## src/rtl/acc_core.sv

```systemverilog
// acc_core: single-accumulator processor core with a word-addressed
// request/acknowledge memory port.
//
// Each instruction is fetched in FETCH, decoded in EXEC and, for memory
// operand opcodes, completed in MEM. The HALT state is absorbing until reset.
//
// Ports:
//   clock      - single clock, all state changes on its rising edge
//   reset_n    - asynchronous active-low reset
//   mem_req    - memory request valid (FETCH and MEM states only)
//   mem_we     - 1 = write, 0 = read; valid while mem_req = 1
//   mem_addr   - word address (pc in FETCH, operand address in MEM)
//   mem_wdata  - write data (always the accumulator)
//   mem_rdata  - read data, used only when mem_ack = 1
//   mem_ack    - completes the outstanding request in the same cycle
//   pc         - program counter
//   acc        - accumulator
//   flags      - {N, Z}, updated by CMP only
//   retire     - one-cycle pulse per completed instruction
//   halted     - core stopped by HALT
module acc_core #(
    parameter int DW = 16,
    parameter int AW = DW - 4
) (
    input  logic          clock,
    input  logic          reset_n,
    output logic          mem_req,
    output logic          mem_we,
    output logic [AW-1:0] mem_addr,
    output logic [DW-1:0] mem_wdata,
    input  logic [DW-1:0] mem_rdata,
    input  logic          mem_ack,
    output logic [AW-1:0] pc,
    output logic [DW-1:0] acc,
    output logic [1:0]    flags,
    output logic          retire,
    output logic          halted
);

    typedef enum logic [1:0] {
        FETCH,
        EXEC,
        MEM,
        HALT
    } state_t;

    typedef enum logic [3:0] {
        OP_LD   = 4'h0,
        OP_ADD  = 4'h1,
        OP_JMP  = 4'h2,
        OP_ST   = 4'h3,
        OP_CMP  = 4'h4,
        OP_JEQ  = 4'h5,
        OP_SUB  = 4'h6,
        OP_AND  = 4'h7,
        OP_OR   = 4'h8,
        OP_XOR  = 4'h9,
        OP_SHL  = 4'hA,
        OP_SHR  = 4'hB,
        OP_JLT  = 4'hC,
        OP_JNE  = 4'hD,
        OP_LDI  = 4'hE,
        OP_HALT = 4'hF
    } op_t;

    state_t        state;
    logic [DW-1:0] ir;
    op_t           op;
    logic [AW-1:0] operand;
    logic          mem_op;

    assign op      = op_t'(ir[DW-1:DW-4]);
    assign operand = ir[AW-1:0];

    always_comb begin
        mem_op = op inside {OP_LD, OP_ADD, OP_ST, OP_CMP, OP_SUB,
                            OP_AND, OP_OR, OP_XOR};
    end

    // Memory port is decoded from registered state only; reset_n gates the
    // request so it drops the instant reset is asserted, even mid-transfer.
    assign mem_req   = reset_n && ((state == FETCH) || (state == MEM));
    assign mem_we    = (state == MEM) && (op == OP_ST);
    assign mem_addr  = (state == MEM) ? operand : pc;
    assign mem_wdata = acc;

    // Register/jump/HALT opcodes finish in EXEC; memory opcodes finish on the
    // acknowledge of their MEM access.
    assign retire = reset_n && (((state == EXEC) && !mem_op) ||
                                ((state == MEM) && mem_ack));
    assign halted = (state == HALT);

    always_ff @(posedge clock or negedge reset_n) begin
        if (!reset_n) begin
            state <= FETCH;
            pc    <= '0;
            acc   <= '0;
            flags <= '0;
            ir    <= '0;
        end else begin
            case (state)
                FETCH: begin
                    if (mem_ack) begin
                        ir    <= mem_rdata;
                        pc    <= pc + AW'(1);
                        state <= EXEC;
                    end
                end
                EXEC: begin
                    state <= FETCH;
                    case (op)
                        OP_JMP:  pc <= operand;
                        OP_JEQ:  if (flags[0]) pc <= operand;
                        OP_JLT:  if (flags[1]) pc <= operand;
                        OP_JNE:  if (!flags[0]) pc <= operand;
                        OP_SHL:  acc <= {acc[DW-2:0], 1'b0};
                        OP_SHR:  acc <= {1'b0, acc[DW-1:1]};
                        OP_LDI:  acc <= DW'(operand);
                        OP_HALT: state <= HALT;
                        default: state <= MEM;
                    endcase
                end
                MEM: begin
                    if (mem_ack) begin
                        state <= FETCH;
                        case (op)
                            OP_LD:   acc <= mem_rdata;
                            OP_ADD:  acc <= acc + mem_rdata;
                            OP_SUB:  acc <= acc - mem_rdata;
                            OP_AND:  acc <= acc & mem_rdata;
                            OP_OR:   acc <= acc | mem_rdata;
                            OP_XOR:  acc <= acc ^ mem_rdata;
                            OP_CMP:  flags <= {acc < mem_rdata, acc == mem_rdata};
                            // ST: the write is carried by the acknowledged request
                            default: ;
                        endcase
                    end
                end
                HALT: state <= HALT;
            endcase
        end
    end

endmodule

```

## config.mk

```make
export PLATFORM = sky130hd
export DESIGN_NAME = acc_core
export DESIGN_NICKNAME = d
export VERILOG_FILES = /design/src/rtl/acc_core.sv
export SDC_FILE = /design/constraint.sdc
export NUM_CORES = 1
export LEC_CHECK = 0
export BUFFER_PORTS_ARGS = -buffer_cell sky130_fd_sc_hd__buf_2
export CAP_MARGIN = 15
export CORE_ASPECT_RATIO = 0.9
export CORE_MARGIN = 2
export CORE_UTILIZATION = 45
export DETAILED_ROUTE_END_ITERATION = 8
export HOLD_SLACK_MARGIN = 0.03
export MAX_ROUTING_LAYER = met4
export PLACE_DENSITY = 0.78
export SYNTH_ARGS = -nofsm -noshare
export SYNTH_HDL_FRONTEND = slang
export SYNTH_SLANG_ARGS = --single-unit
```

## constraint.sdc

```tcl
create_clock -name clock -period 2.35 [get_ports clock]
set_input_delay 0.3525 -clock clock [delete_from_list [all_inputs] [get_ports clock]]
set_output_delay 0.3525 -clock clock [all_outputs]
set_load 0.03 [all_outputs]
```

==> results.md <==
- Status: finished, violations left
- Failing checks: setup timing
- GR Util met3: 5.23%
- Iter 0 DRT Violations: 841
- Post-layout util: 61.6%
- Max Root-Sink Buffers: 2
- Post-detailed-route DRC marker count: 0
- MaxCap Viol Count: 0
- Register area share after synthesis: 21.8%
- Peak VDD IR: a little under 0.6 mV
- Drt wl/cell: 19.5 µm
- Drt pass-1 iters: 5
- Starting Density: between 40% and 50%
- Cell area after synthesis: around 5500 µm²
- Worst Setup Slack, final: -147 ps
- Total length of routed wires: 20300 µm
- CP Data Arrival Time: 2680 ps
- HP Start: mem_rdata[13]
- Relative slew slack: 62.3%
- Hold Path Cell Cnt: 3
- Critical Path Source Type: flop
- HPWL after DPL: 15100 µm
- Initial antenna violation count: 0
- Largest area contributor in the netlist: dfrtp_1
- Count of final hold-check violations: 0
- Ys flop type: dfrtp_1
- NumNets Final: 956
- CTS Sinks: 48
- Crit Path Class: reg -> reg
- Die X: 121 µm
- P_leak: 0.00338 µW
- Io pins: 81
- Synthesized flop and latch total: 48
- Synthesized instance count: around 700
- CTS tree: built
- # setup viols final: 4
- Ant diodes: 0
- Routing usage on met2: 47.4%
- Number of synthesized flops with an enable pin: 0
- Die area: 13200 µm²
- Register clock-pin slew on the reported worst setup and hold paths: 80 ps
- Core area: 12000 µm²
- Max-slew violation count: 0
- Syn_nets: 778
- Via count: 6505
- R2R Path End: acc[10]$_DFFE_PN0P_
- Pwr/cell area: between 1000 and 1500 nW/µm²
- Met1 usage: 41.6%
- Synth top area share: between 20% and 30%
- Async SR Flop Fraction: 100%
- Placed Cells: 1019
- Period utilization: 106%
- CTS buffer count: 5
- Total track usage: 30.5%
- Ys Warns: 0
- Vias in the first global route: approximately 5900
- Largest net degree at the start of global routing: 35
- R2R cell count: 12
- Synth area leaders: dfrtp_1 (22%), ha_1 (13%), a21oi_1 (5.9%)
- Least-Margin Pin Slew: 561 ps
- Post-route insts no fill: 1040
- R2r setup slk: -150 ps
- Clock Latency Late Sink: 300 ps
- Hold WC Path Type: in -> reg
- Crit path max fanout: 5
- Busiest grt layer: met2
- Root buffer cell: clkbuf_16
- Fillers: 983
- CP Capture Type: flop
- Cell row count: 38
- Die H: 109 µm
- Mean cell area of the mapped netlist: 7.87 µm²
- Aggregate global routing overflow: 0
- Gpl congestion: 1.01
- Synth cell types: between 70 and 80
- Layout area overhead: 34.5%
- Clock skew: 12.1 ps
- Worst EP required: 2530 ps
- Total power draw: slightly above 10000 µW
- Antenna-violating nets left: 0
- Htree depth: 2
- Worst Hold End: ir[13]$_DFFE_PN0P_
- Global-route wire length before repair: 30900 µm
- RSZ-0062 raised after global routing: yes
- Reg-to-reg critical path startpoint: acc[0]$_DFFE_PN0P_
- Fin crit period: between 2000 and 2500 ps
- Fmax: 401 MHz
- Share of cells above drive strength 1: 39.0%
- Vias/cell: 6.25
- Number of buffers added on ports: 80
==> metrics by stage <==
stage / hold WS, ps / TNS [ps] / setup slack, ps / area, µm²
after floorplan: 56.9 / -73.7 / -65.4 / 5540
after global placement: 301 / -1180 / -246 / 6820
after detailed placement: 301 / -1530 / -243 / 6820
after CTS: 420 / -55.1 / -35.4 / 7130
after global routing: 437 / -752 / -208 / 7420
final: 426 / -359 / -147 / 7420
==> cells in the final DEF, fill, tap and decap left out, types with 9 or more instances in the layout <==
cell type and instances:
a21o_1 9, a21oi_1 56, a21oi_2 9, a221oi_1 17, a22oi_1 9, buf_2 80, buf_4 151, dfrtp_1 36
dfrtp_2 12, ha_1 45, inv_1 47, mux2_2 11, nand2_1 68, nand3_1 23, nor2_1 34, nor3_1 13
o21ai_0 49, o21ai_1 11
==> registers in the layout (all words and copies together) (netlist names) <==
register,flops
acc,16
ir,16
flags,2
pc,12
state,2
==> critical path, cell delays in order (launching register included) <==
cell,delay [ps]
dfrtp_2,450
inv_2,90
ha_4,140
inv_2,40
fa_2,340
nor2b_4,150
o21ai_4,180
a2111oi_4,110
nor3_4,250
buf_4,170
o221ai_2,90
a211oi_2,250
a31oi_1,120
==> cell usage after synthesis (6+ instances only) <==
cell type  count
buf_4         21
o21ai_0       51
dfrtp_1       48
o22ai_1        7
buf_6          8
nor4_1         8
o211ai_1       6
a221oi_1      17
buf_2         16
a211oi_1       6
nor2_1        38
ha_1          56
inv_1         50
nand3_1       23
a31oi_1        7
o21ai_1       10
nor3_1        14
a21o_1         9
clkbuf_1      15
a21oi_1       65
xnor2_1        7
a22oi_1        9
a22o_1         7
o31ai_1       10
mux2_2        11
nand2_1       68
nor2b_1        7
==> what timing repair did <==
item | 4_1_cts | 5_1_grt
buffers inserted | 4 | 9
hold endpoints to repair | 14 | 0
hold buffers | 1 | 0
resized for setup | 21 | 52
endpoints found under the setup margin | 7 | 15
pin swaps | 6 | 27
==> routing by layer <==
layer | vias up | wire (µm)
met5 | - | 0
met4 | 0 | 490
met3 | 77 | 2390
met2 | 464 | 8990
met1 | 3045 | 8390
li1 | 2919 | -
==> layout make-up <==
class	instances	area, µm²	share of cell area, %
Clock buffer	5	125	1.69
Clock inverter	3	47.5	0.641
Inverter	50	188	2.53
Multi-Input combinational cell	540	4060	54.8
Sequential cell	48	1220	16.4
Tap cell	160	200	2.70
Timing Repair Buffer	234	1580	21.2
==> kinds of logic (layout without fill, tap and decap cells) <==
kind of cell    after synthesis  count (layout)  synth area share [%]
compound gates              260             260                  32.1
xor+xnor                      7               7                  1.11
fa+ha+maj                    58              58                  13.4
buf+inv                     113             292                  10.6
flops                        48              48                  21.8
mux                          15              15                  2.97
simple gates                200             200                  18.1
==> worst max-delay path by stage <==
stage          cells past startpoint                    to          startpoint
4_1_cts                           11  flags[1]$_DFFE_PN0P_  acc[0]$_DFFE_PN0P_
3_5_place_dp                       9    acc[8]$_DFFE_PN0P_        mem_rdata[0]
2_1_floorplan                     11  flags[1]$_DFFE_PN0P_  acc[0]$_DFFE_PN0P_
6_report                          12   acc[10]$_DFFE_PN0P_  acc[0]$_DFFE_PN0P_
3_3_place_gp                       9    acc[8]$_DFFE_PN0P_        mem_rdata[0]
5_1_grt                           12   acc[10]$_DFFE_PN0P_  acc[0]$_DFFE_PN0P_
==> power breakdown <==
part	internal (µW)	switching, µW
Clock	507	368
Sequential	1190	391
Combinational	3080	4680
Note: power is estimated with default switching activity, not from simulation.
